File: src/rtl/bubble_sort_ctrl_pkg.sv
// Shared definitions for the bubble-sort sequencer: state encoding and default entry count.
package bubble_sort_ctrl_pkg;

    localparam int DEFAULT_N = 4;

    typedef enum logic [1:0] {
        ST_IDLE = 2'b00,
        ST_LOAD = 2'b01,
        ST_CMP  = 2'b10,
        ST_DONE = 2'b11
    } state_t;

endpackage

File: src/rtl/bubble_sort_ctrl.sv
// Sequencer for an N-entry compare-and-swap sort datapath sharing a single comparator.
// Walks adjacent pairs with a shrinking upper limit and stops early after a pass without swaps.
module bubble_sort_ctrl
    import bubble_sort_ctrl_pkg::*;
#(
    parameter int N     = DEFAULT_N,
    parameter int IDX_W = $clog2(N)
) (
    input  logic             clk,
    input  logic             clr,
    input  logic             start,
    input  logic             gt,
    output logic             ld_all,
    output logic             swap,
    output logic [IDX_W-1:0] idx,
    output logic             busy,
    output logic             done,
    output logic [IDX_W-1:0] pass_cnt
);

    localparam logic [IDX_W-1:0] LIMIT_INIT = IDX_W'(N - 1);
    localparam logic [IDX_W-1:0] ONE        = IDX_W'(1);

    state_t           state;
    state_t           next_state;
    logic [IDX_W-1:0] limit;
    logic             swapped;
    logic             pass_end;
    logic             finish;

    always_ff @(posedge clk) begin
        if (clr) begin
            state <= ST_IDLE;
        end else begin
            state <= next_state;
        end
    end

    // The current pass ends on the last pair below limit; the sort ends there if nothing moved.
    always_comb begin
        next_state = state;
        ld_all     = 1'b0;
        swap       = 1'b0;
        busy       = 1'b0;
        done       = 1'b0;
        pass_end   = (idx == limit - ONE);
        finish     = pass_end && (!(swapped | gt) || (limit == ONE));
        case (state)
            ST_IDLE: begin
                if (start) begin
                    next_state = ST_LOAD;
                end
            end
            ST_LOAD: begin
                ld_all     = 1'b1;
                busy       = 1'b1;
                next_state = ST_CMP;
            end
            ST_CMP: begin
                busy = 1'b1;
                swap = gt;
                if (finish) begin
                    next_state = ST_DONE;
                end
            end
            ST_DONE: begin
                done = 1'b1;
                if (!start) begin
                    next_state = ST_IDLE;
                end
            end
            default: next_state = ST_IDLE;
        endcase
    end

    // Counters are primed on the way into LOAD so they already read as a fresh sort during LOAD.
    always_ff @(posedge clk) begin
        if (clr) begin
            idx      <= '0;
            limit    <= LIMIT_INIT;
            swapped  <= 1'b0;
            pass_cnt <= '0;
        end else begin
            case (state)
                ST_IDLE: begin
                    if (start) begin
                        idx      <= '0;
                        limit    <= LIMIT_INIT;
                        swapped  <= 1'b0;
                        pass_cnt <= '0;
                    end
                end
                ST_CMP: begin
                    if (pass_end) begin
                        pass_cnt <= pass_cnt + ONE;
                        idx      <= '0;
                        swapped  <= 1'b0;
                        if (!finish) begin
                            limit <= limit - ONE;
                        end
                    end else begin
                        idx     <= idx + ONE;
                        swapped <= swapped | gt;
                    end
                end
                default: begin
                end
            endcase
        end
    end

endmodule

File: config.mk
export PLATFORM = sky130hd
export DESIGN_NAME = bubble_sort_ctrl
export DESIGN_NICKNAME = d
export VERILOG_FILES = /design/src/rtl/bubble_sort_ctrl_pkg.sv /design/src/rtl/bubble_sort_ctrl.sv
export SDC_FILE = /design/constraint.sdc
export NUM_CORES = 1
export LEC_CHECK = 0
export CAP_MARGIN = 10
export CORE_AREA = 2 2 39 41
export DETAILED_ROUTE_END_ITERATION = 6
export DIE_AREA = 0 0 41 43
export DONT_BUFFER_PORTS = 1
export GPL_ROUTABILITY_DRIVEN = 0
export PLACE_DENSITY = 0.64
export REMOVE_ABC_BUFFERS = 1
export SLEW_MARGIN = 20
export SYNTH_ARGS = -nofsm -noshare
export SYNTH_HDL_FRONTEND = slang
export SYNTH_SLANG_ARGS = --single-unit
export TNS_END_PERCENT = 30
File: constraint.sdc
create_clock -name clk -period 1.7 [get_ports clk]
set_clock_uncertainty 0.15 [all_clocks]
set_input_delay 0.085 -clock clk [delete_from_list [all_inputs] [get_ports clk]]
set_output_delay 0.085 -clock clk [all_outputs]
set_load 0.05 [all_outputs]
Word-level counts from Yosys, hierarchy flattened
Index checks and enable logic that the tools add are counted.
W data, S select, Z words.

cells by class
  add/sub/neg operators = 3
  equal/unequal tests = 10
  muxes and demuxes = 20
  bitwise logic cells = 1
  reductions and logical operators = 10

operators by type and width
  kind                   number
  $mux W2                9
  $pmux W2 S2            3
  $ne A2 B2 Y1 const B   5
  $pmux W2 S4            1
  $mux W1                6
  $reduce_and A3 Y1      2
  $add A2 B1 Y2 const B  2
  $eq A2 B1 Y1 const B   2
  $eq A2 B2 Y1 const B   2
  $reduce_and A4 Y1      1
  $eq A2 B2 Y1           1
  $logic_not A2 Y1       1
  $pmux W1 S2            1
  $reduce_and A2 Y1      1
  $reduce_bool A2 Y1     1
  $reduce_or A2 Y1       1
  $sub A2 B1 Y2 const B  1
  $logic_and A1 B1 Y1    1
  $logic_not A1 Y1       1
  $logic_or A1 B1 Y1     1
  $or A1 B1 Y1           1

storage, ports and cells
  flip-flop bits (word level) = 9

Longest topological paths before layout
  depth after elaboration = 7
  mapped depth = 6
  gate-level depth less buffers = 6

Least setup slack after synthesis
Ideal clock, no wire load.

  path kind = reg2reg
  start point = reg idx[0]
  end point = reg pass_cnt[1]
  setup time = 0.070 ns
  data arrival time = 1.599 ns
  data required time = 1.480 ns
  slack = -0.120 ns
  stages on the path, launching flop included = 5
  path buffers = 0
  cells stage by stage = dfxtp_1 -> xor2_2 -> nand4_1 -> or3b_1 -> a21oi_1

between the ends
  word-level cells in the longest chain between the ends = 3

RTL lines
  item                                RTL line                 RTL
  from (decl)                         bubble_sort_ctrl.sv:15   output logic [IDX_W-1:0] idx,
  from (signal assigned)              bubble_sort_ctrl.sv:102  idx <= idx + ONE;
  $eq A2 B2 Y1                        bubble_sort_ctrl.sv:46   pass_end = (idx == limit - ONE);
  $ne A2 B2 Y1 (no source line)       --
  $reduce_and A3 Y1 (no source line)  --
  to (signal assigned)                bubble_sort_ctrl.sv:95   pass_cnt <= pass_cnt + ONE;
  to (decl)                           bubble_sort_ctrl.sv:18   output logic [IDX_W-1:0] pass_cnt

No other way between the ends.
A chain may end at the register's enable or synchronous reset.

Final worst setup path
  start point = reg limit[1]
  end point = reg pass_cnt[1]

between the ends
  word-level cells in the longest chain between the ends = 4

RTL lines
  item                                RTL line                RTL
  from (decl)                         bubble_sort_ctrl.sv:26  logic [IDX_W-1:0] limit;
  from (signal assigned)              bubble_sort_ctrl.sv:99  limit <= limit - ONE;
  $sub A2 B1 Y2                       bubble_sort_ctrl.sv:46
  $eq A2 B2 Y1                        bubble_sort_ctrl.sv:46
  $ne A2 B2 Y1 (no source line)       --
  $reduce_and A3 Y1 (no source line)  --

No other way between the ends.

==> results.cfg <==
[cells_and_area]
layout.cells.non_filler = 109
n_fill_cell = 116
diodes_inserted = 0
final_net_count = 104
area_grow_syn2layout_pct = 55.1
share_of_layout_cells_above_drive_strength_1 = 0.398
fin_area_um2 = 881
utilization = 0.637

[floorplan]
floorplan.initialDensity = 0.410
core_um2 = 1380
die-area_um2 = 1760
number_of_cell_rows = 14
io_pins = 12
die_height_um = 43
die_x_um = 41

[clocking]
clk_pin_slew_worst_paths_ns = 0.07
clock_sink_count = 9
root_buffer = sky130_fd_sc_hd__clkbuf_4
cts-htree-levels = 1
clk_path_buf_depth = 2
cts_inserted_buffers = 3
cts_tree = built
worstSkewPairLatency_ns = 0.27

[global_route]
grtUsageTotal = 0.206
globalRouteOverflowTotal = 0
grt_pass1_vias = 579
largest_net_degree_at_the_start_of_global_routing = 8
antenna_found_initial = 0
wire_length_of_the_first_global_routing_pass_mm = 2.41

[synth]
postSynth.asyncResetShare = 0
ys_warn_count = 0
post_synth_most_frequent_cells = sky130_fd_sc_hd__dfxtp_1, sky130_fd_sc_hd__a21oi_1, sky130_fd_sc_hd__nor2_1, sky130_fd_sc_hd__ha_1, sky130_fd_sc_hd__inv_1
synth_compound_gate_area_share = 0.200
synth_largest_area_cell = sky130_fd_sc_hd__dfxtp_1
synth_top_family_by_area = compound AO/OA/AOI/OAI gates
mappedNetlistArea_um2 = 568
synth.area.top_cells = sky130_fd_sc_hd__dfxtp_1, sky130_fd_sc_hd__ha_1, sky130_fd_sc_hd__a21oi_1
syn_avg_cell_area_um2 = 8.88
synth_enable_flop_cells = 0
post_synth_xor_area_fraction = 0.0573
synth_seq_cells = 9
post_synth_inst_count = 64
synthSimpleGateAreaFrac = 0.181
post_synth_num_cell_types = 27
synth_sequential_area_ratio = 0.317
synth-main-ff-cell = sky130_fd_sc_hd__dfxtp_1
synth_mux_area_frac = 0.0727
synth.top_cell.area_share = 0.317
post-synth-top-count-cell = sky130_fd_sc_hd__dfxtp_1
post_synth_fa_ha_maj_area_fraction = 0.132

[critical_path]
r2r_slack_ns = 0.03
worstSetupPathType = reg -> reg
required_ns = 1.76
timing.critical_path.arrival_ns = 1.73
critPathLaunchType = register
end_kind = register
critical_path_peak_fanout = 4
r2r_cells = 6

[route]
final_antenna_net_count = 0
dr.first_iter.drc_count = 23
drt_wl_total_mm = 1.47
route.detailed.wl_per_inst_um = 13.5
dr.pass1.iters = 5
top_layer_used = met4
avgViaCountPerCell = 5.42
wl_met3_um = 109
drt-met1-wl_um = 612
drt_drc_violations_left = 0
detailroute.via_count = 591
detailroute.wirelength.met2_um = 702

[sta]
finalSetupViolCount = 0
max_clock_freq_mhz = 598
timing_hold_violations_final = 0
postLayoutSetupSlackWorst_ns = 0.0280
final_period_minus_worst_setup_slack_ns = 1.67
worstMarginPinSlew_ns = 0.485
rsz0062_at_grt = yes
maxSlewHeadroom = 0.677
worst_hold_slack_ns = 0.0117
finalCritPeriodShare = 0.984
totalNegativeSetupSlack_ns = 0
final-max-slew-violation-count = 0

[placement]
pre_cts_slack_ns = -0.136
placedCellCount = 97
placedInstanceArea_um2 = 719
numPortBuffers = 0
dp_hpwl_um = 946

[pwr]
totalPowerFinal_mw = 1.29
static-leakage-power_nw = 0.383
irDropWorstVdd_uv = 822
pwr_density_cell_nw_per_um2 = 1460

[status]
run_status = complete, no violations

[job]
maxCapViolations = 0

[worst_hold_path]
hold_path.class = in -> reg
hold_path_depth = 3
critical path, stage by stage (launching register included):
cell,delay [ns]
sky130_fd_sc_hd__dfxtp_2,0.34
sky130_fd_sc_hd__inv_2,0.04
sky130_fd_sc_hd__ha_4,0.23
sky130_fd_sc_hd__xnor2_4,0.20
sky130_fd_sc_hd__nand4_1,0.14
sky130_fd_sc_hd__or3b_1,0.39
sky130_fd_sc_hd__a21oi_2,0.13
what timing repair did:
| action | in CTS | in global routing |
|---|---|---|
| setup endpoints to repair | 9 | 8 |
| pin swaps | 4 | 2 |
| resized for setup | 7 | 7 |
| hold buffers | 7 | 0 |
| hold endpoints to repair | 9 | 0 |
| buffers inserted | 1 | 0 |
logic make-up (layout without fill, tap and decap cells):
family,after synthesis,count (layout)
xor gates and xnor gates,2,2
buffers and inverters,6,35
DFF,9,9
muxes,4,4
adders and majority gates,6,6
and+or+nand+nor,18,18
AOI/OAI and AO/OA,19,19
power by group:
group / total (mW) / internal (mW) / switching (mW)
sequential: 0.276 / 0.250 / 0.0259
combinational: 0.840 / 0.367 / 0.472
clock: 0.173 / 0.0908 / 0.0824
total: 1.29 / 0.709 / 0.580
final timing paths:
path,from,endpoint
setup reg to reg,limit[1],pass_cnt[1]
hold reg to reg,pass_cnt[0],pass_cnt[0]
setup / recovery,limit[1],pass_cnt[1]
hold / removal,start,state[0]
cell usage in the layout (no fill, tap or decap), drive strengths merged:
cell type,instances
nand2b,2
nand3,1
xor2,1
buf,19
o21bai,1
nor2,7
nor3,1
or3b,1
mux2i,3
ha,6
and4b,1
nand4,1
a31oi,1
dlygate4sd3,7
a21boi,1
inv,5
mux2,1
o21ai,3
a21oi,8
dfxtp,9
a22oi,3
and2,1
nor2b,1
nand4b,1
clkbuf,4
xnor2,1
o21a,1
or2,1
a211oi,1
cell type report:
| class | instances | area, µm² | area share |
|---|---|---|---|
| Multi-Input combinational cell | 49 | 418 | 0.474 |
| Timing Repair Buffer | 26 | 213 | 0.241 |
| Sequential cell | 9 | 185 | 0.210 |
| Clock buffer | 4 | 26.3 | 0.0298 |
| Tap cell | 16 | 20.0 | 0.0227 |
| Inverter | 5 | 18.8 | 0.0213 |
sequential cells by signal, indices dropped and copies added (netlist names):
name      count
swapped       1
idx           2
pass_cnt      2
limit         2
state         2
metal layers:
metal / vias to the layer above / global-route usage
li1: 285 / -
met1: 269 / 0.248
met2: 30 / 0.291
met3: 7 / 0.0681
met4: 0 / 0.147
met5: - / 0
No activity file was read; power rests on OpenSTA's default activity.
